## src/rtl/ram_arbiter.sv

```systemverilog
`default_nettype none
// ============================================================================
//  Module   : ram_arbiter
//  Purpose  : Two-port arbiter sharing one single-port synchronous RAM,
//             with round-robin or fixed priority and read-data return routing.
//  Revision : 1.0
// ============================================================================
module ram_arbiter #(
   parameter int DATA_WIDTH = 32,
   parameter int ADDR_WIDTH = 10
) (
   input  logic                    clk,
   input  logic                    rst,
   input  logic                    fixed_pri_i,
   input  logic [1:0]              req_i,
   input  logic [1:0]              we_i,
   input  logic [2*ADDR_WIDTH-1:0] addr_i,
   input  logic [2*DATA_WIDTH-1:0] wdata_i,
   output logic [1:0]              gnt_o,
   output logic [1:0]              rvalid_o,
   output logic [DATA_WIDTH-1:0]   rdata_o,
   output logic                    ram_en_o,
   output logic                    ram_wr_rdn_o,
   output logic [ADDR_WIDTH-1:0]   ram_addr_o,
   output logic [DATA_WIDTH-1:0]   ram_data_wr_o,
   input  logic [DATA_WIDTH-1:0]   ram_data_rd_i
);

   typedef enum logic {
      PTR_P0 = 1'b0,
      PTR_P1 = 1'b1
   } ptr_e;

   ptr_e                  ptr_q,        ptr_d;
   logic [1:0]            gnt_q,        gnt_d;
   logic [1:0]            rvalid_q,     rvalid_d;
   logic                  ram_en_q,     ram_en_d;
   logic                  ram_wr_rdn_q, ram_wr_rdn_d;
   logic [ADDR_WIDTH-1:0] ram_addr_q,   ram_addr_d;
   logic [DATA_WIDTH-1:0] ram_data_q,   ram_data_d;

   logic [1:0]            w_elig;
   logic [1:0]            w_win;
   logic                  w_sel;

   always_ff @(posedge clk or posedge rst) begin
      if (rst) begin
         ptr_q        <= PTR_P0;
         gnt_q        <= 2'b00;
         rvalid_q     <= 2'b00;
         ram_en_q     <= 1'b0;
         ram_wr_rdn_q <= 1'b0;
         ram_addr_q   <= '0;
         ram_data_q   <= '0;
      end else begin
         ptr_q        <= ptr_d;
         gnt_q        <= gnt_d;
         rvalid_q     <= rvalid_d;
         ram_en_q     <= ram_en_d;
         ram_wr_rdn_q <= ram_wr_rdn_d;
         ram_addr_q   <= ram_addr_d;
         ram_data_q   <= ram_data_d;
      end
   end

   always_comb begin
      w_elig       = req_i & ~gnt_q;
      w_win        = 2'b00;
      ptr_d        = ptr_q;
      ram_addr_d   = ram_addr_q;
      ram_data_d   = ram_data_q;

      // A port granted last cycle is masked so its held command is not taken twice.
      if (fixed_pri_i || (ptr_q == PTR_P0)) begin
         if (w_elig[0])      w_win = 2'b01;
         else if (w_elig[1]) w_win = 2'b10;
      end else begin
         if (w_elig[1])      w_win = 2'b10;
         else if (w_elig[0]) w_win = 2'b01;
      end

      w_sel        = w_win[1];
      gnt_d        = w_win;
      ram_en_d     = |w_win;
      ram_wr_rdn_d = ram_en_d & we_i[w_sel];

      if (ram_en_d) begin
         ram_addr_d = w_sel ? addr_i[2*ADDR_WIDTH-1:ADDR_WIDTH] : addr_i[ADDR_WIDTH-1:0];
         ram_data_d = w_sel ? wdata_i[2*DATA_WIDTH-1:DATA_WIDTH] : wdata_i[DATA_WIDTH-1:0];
         if (!fixed_pri_i) ptr_d = w_sel ? PTR_P0 : PTR_P1;
      end

      // The grant of the command now on the RAM pins names the owner of its read data.
      rvalid_d = {2{ram_en_q & ~ram_wr_rdn_q}} & gnt_q;
   end

   assign gnt_o         = gnt_q;
   assign rvalid_o      = rvalid_q;
   assign rdata_o       = ram_data_rd_i;
   assign ram_en_o      = ram_en_q;
   assign ram_wr_rdn_o  = ram_wr_rdn_q;
   assign ram_addr_o    = ram_addr_q;
   assign ram_data_wr_o = ram_data_q;

endmodule
`default_nettype wire

```

## config.mk

```make
export PLATFORM = sky130hd
export DESIGN_NAME = ram_arbiter
export DESIGN_NICKNAME = d
export VERILOG_FILES = /design/src/rtl/ram_arbiter.sv
export SDC_FILE = /design/constraint.sdc
export NUM_CORES = 1
export LEC_CHECK = 0
export CORE_MARGIN = 2
export CORE_UTILIZATION = 30
export DETAILED_ROUTE_END_ITERATION = 6
export PLACE_DENSITY = 0.78
export SLEW_MARGIN = 5
export SYNTH_ARGS = -nofsm -noshare
export SYNTH_HDL_FRONTEND = slang
export SYNTH_SLANG_ARGS = --single-unit
```

## constraint.sdc

```tcl
create_clock -name clk -period 1.35 [get_ports clk]
set_input_delay 0.27 -clock clk [delete_from_list [all_inputs] [get_ports clk]]
set_output_delay 0.27 -clock clk [all_outputs]
set_load 0.005 [all_outputs]
```

==> results.json <==
{
  "antenna_left": 0,
  "synth_nets": 320,
  "postSynthAreaPerCell_um2": 12.5,
  "syn2layout_area_growth_pct": 70.9,
  "drive_above_1_share": 0.310,
  "wl_mm": 8.20,
  "core_um2": 8090,
  "async_flop_share": 1.00,
  "crit_required_ns": 1.54,
  "yosysMostFrequentCell": "dfrtp_1",
  "outcome": "finished, violations left",
  "synthXorXnorAreaFrac": 0,
  "max_stage_delay_ns": 0.39,
  "ys_top_cells_by_count": "dfrtp_1 (49), o221a_2 (42), or3_1 (42)",
  "end_kind": "flop",
  "finalSetupTns_ns": -3.79,
  "synth-edff-count": 0,
  "std_cell_rows": 33,
  "crit_family": "simple AND/OR/NAND/NOR gates",
  "die_y_um": 94.7,
  "seqCellArea_um2": 1230,
  "cts-htree-levels": 2,
  "globalplace.congestion": 0.695,
  "ir_drop_uv": 523,
  "grt_max_degree": 49,
  "worst_slack_ns": -0.122,
  "path_cells": "buf_4 -> nand2b_4 -> buf_12 -> or3_1 -> o221a_2",
  "cts_tree": "done",
  "dieArea_um2": 8970,
  "cts.clk_slew.worst_paths_ns": 0.10,
  "drt_pass1_iterations": 4,
  "ys_seq_area_frac": 0.497,
  "synthAdderAreaFrac": 0,
  "cts_root_buf": "clkbuf_8",
  "rsz0062_at_grt": "true",
  "fmax_mhz": 679,
  "cp.arrival_ns": 1.67,
  "synth-simple-area-share": 0.135,
  "worst_pin_slew_ns": 0.308,
  "grt-ovfl-total": 0,
  "yosys.area.top_type": "dfrtp_1",
  "drc": 0,
  "cp.buffers_inverters": 2,
  "synth_top_family_by_area": "compound AO/OA/AOI/OAI gates",
  "start_util": 0.305,
  "critPathSlowestCell": "dfrtp_1",
  "grt_pass1_wl_mm": 12.1,
  "hold_path.class": "in -> async",
  "violations": "setup timing",
  "numCtsBuffers": 5,
  "slew_violations": 0,
  "yosysWarnings": 0,
  "cts_buffer_depth": 2,
  "leakagePower_uw": 0.00173,
  "ys_ff_latch": 49,
  "place_ws_ns": -0.453,
  "maxCapViolations": 0,
  "io_buffers": 138,
  "multi_input_area_um2": 997,
  "worstSkewPairLatency_ns": 0.30,
  "final_nets": 452,
  "grt_pass1_vias": 2315,
  "diodes": 0,
  "die-width_um": 94.7,
  "synth_top_area_share": 0.497,
  "synth_area_um2": 2470,
  "nFillCells": 717,
  "skew_ns": 0.00665,
  "hold_viol_final": 0,
  "synthesis.instances": 197,
  "final.min_clock_period_ns": 1.47,
  "startpoint_type": "flop",
  "vias": 2188,
  "antenna_found_initial": 0,
  "path_max_fanout": 30,
  "setup_viol": 42,
  "avgRoutedWirePerCell_um": 18.9,
  "power.density_nw_per_um2": 1090,
  "synth_cell_types": 19,
  "dr.first_iter.drc_count": 81,
  "yosys_most_used_dff": "dfrtp_1",
  "synth_area_leaders": "dfrtp_1 (50%), o221a_2 (19%), or3_1 (11%)",
  "relSlewSlack": 0.795,
  "ios": 203,
  "criticalPathCategory": "reg -> reg",
  "synth_compound_area_frac": 0.208,
  "clock_sinks": 49,
  "dp_hpwl_mm": 5.13,
  "viasPerCell": 5.04,
  "timing.final.crit_share": 1.09,
  "muxShareOfSynthArea": 0,
  "grt_use_total": 0.177
}
## cells by family (layout without fill, tap and decap cells)
kind of cell / count (synthesis) / after routing
buffers and inverters: 52 / 183
AOI/OAI and AO/OA: 46 / 46
DFF: 49 / 49
and+or+nand+nor: 50 / 51
## area by class of cell
cell class	count	area share
Inverter	3	0.00356
Clock inverter	2	0.00831
Multi-Input combinational cell	97	0.236
Sequential cell	49	0.291
Tap cell	105	0.0311
Clock buffer	5	0.0163
Timing Repair Buffer	173	0.413
## per-layer routing
layer  GRT usage  up-vias  share of wire
met3      0.0455       27          0.072
met2       0.319      105           0.52
met5           0        -              0
met4      0.0773        0          0.029
li1            -      989              -
met1       0.195     1067           0.38
## per-stage QoR
step / hold slack [ns] / std cells / util / total power (uW) / instance area, um2
after global routing: 0.181 / 434 / 0.521 / 4840 / 4220
after floorplan: 0.306 / 197 / - / 2550 / 2480
after detailed placement: 0.514 / 404 / 0.468 / 3440 / 3790
final: 0.192 / 434 / 0.521 / 4590 / 4220
after global placement: 0.490 / 404 / 0.468 / 3400 / 3790
after CTS: 0.189 / 431 / 0.498 / 4490 / 4030
## flip-flops by register name, indices dropped and copies added (netlist names)
signal,flops
gnt_o,2
ptr_q,1
ram_addr_o,10
ram_data_wr_o,32
ram_en_o,1
ram_wr_rdn_o,1
rvalid_o,2
## cells in the final DEF (no fill, tap or decap), drive strengths merged, types with 7 or more instances in the layout
| cell | count |
|---|---|
| clkdlybuf4s50 | 88 |
| dlygate4sd2 | 48 |
| dfrtp | 49 |
| o221a | 42 |
| clkbuf | 7 |
| buf | 33 |
| or3 | 42 |
## path summary, 6_finish.rpt
| path | from | to | slack [ns] | cells past startpoint |
|---|---|---|---|---|
| max in group asynchronous | rst | gnt_o[1]$_DFF_PP0_ | 0.71 | 3 |
| max | gnt_o[0]$_DFF_PP0_ | ram_data_wr_o[24]$_DFFE_PP0P_ | -0.12 | 5 |
| min | rst | ram_data_wr_o[1]$_DFFE_PP0P_ | 0.19 | 2 |
| max reg2reg | gnt_o[0]$_DFF_PP0_ | ram_data_wr_o[24]$_DFFE_PP0P_ | -0.12 | 5 |
| min in group clk | fixed_pri_i | ptr_q$_DFFE_PP0P_ | 0.47 | 3 |
| min reg2reg | ram_data_wr_o[11]$_DFFE_PP0P_ | ram_data_wr_o[11]$_DFFE_PP0P_ | 0.56 | 1 |
## worst register-to-register path, cell delays in order (launching register included)
cell and delay (ns):
dfrtp_1 0.39, buf_4 0.13, nand2b_4 0.17, buf_12 0.17
or3_1 0.37, o221a_2 0.14
## repair_timing
item,4_1_cts,5_1_grt
gates resized for setup,54,23
hold buffers,0,0
pin swaps,1,9
hold endpoints to repair,0,0
setup buffers,18,1
gates cloned,2,2
endpoints found under the setup margin,91,45
## report_power, final
group          leakage [uW]  internal [uW]  switching (uW)
clock             0.0000540            540             507
sequential         0.000552           1730             154
combinational       0.00113           1100             559
total               0.00173           3370            1220
No activity file was read; power rests on OpenSTA's default activity.
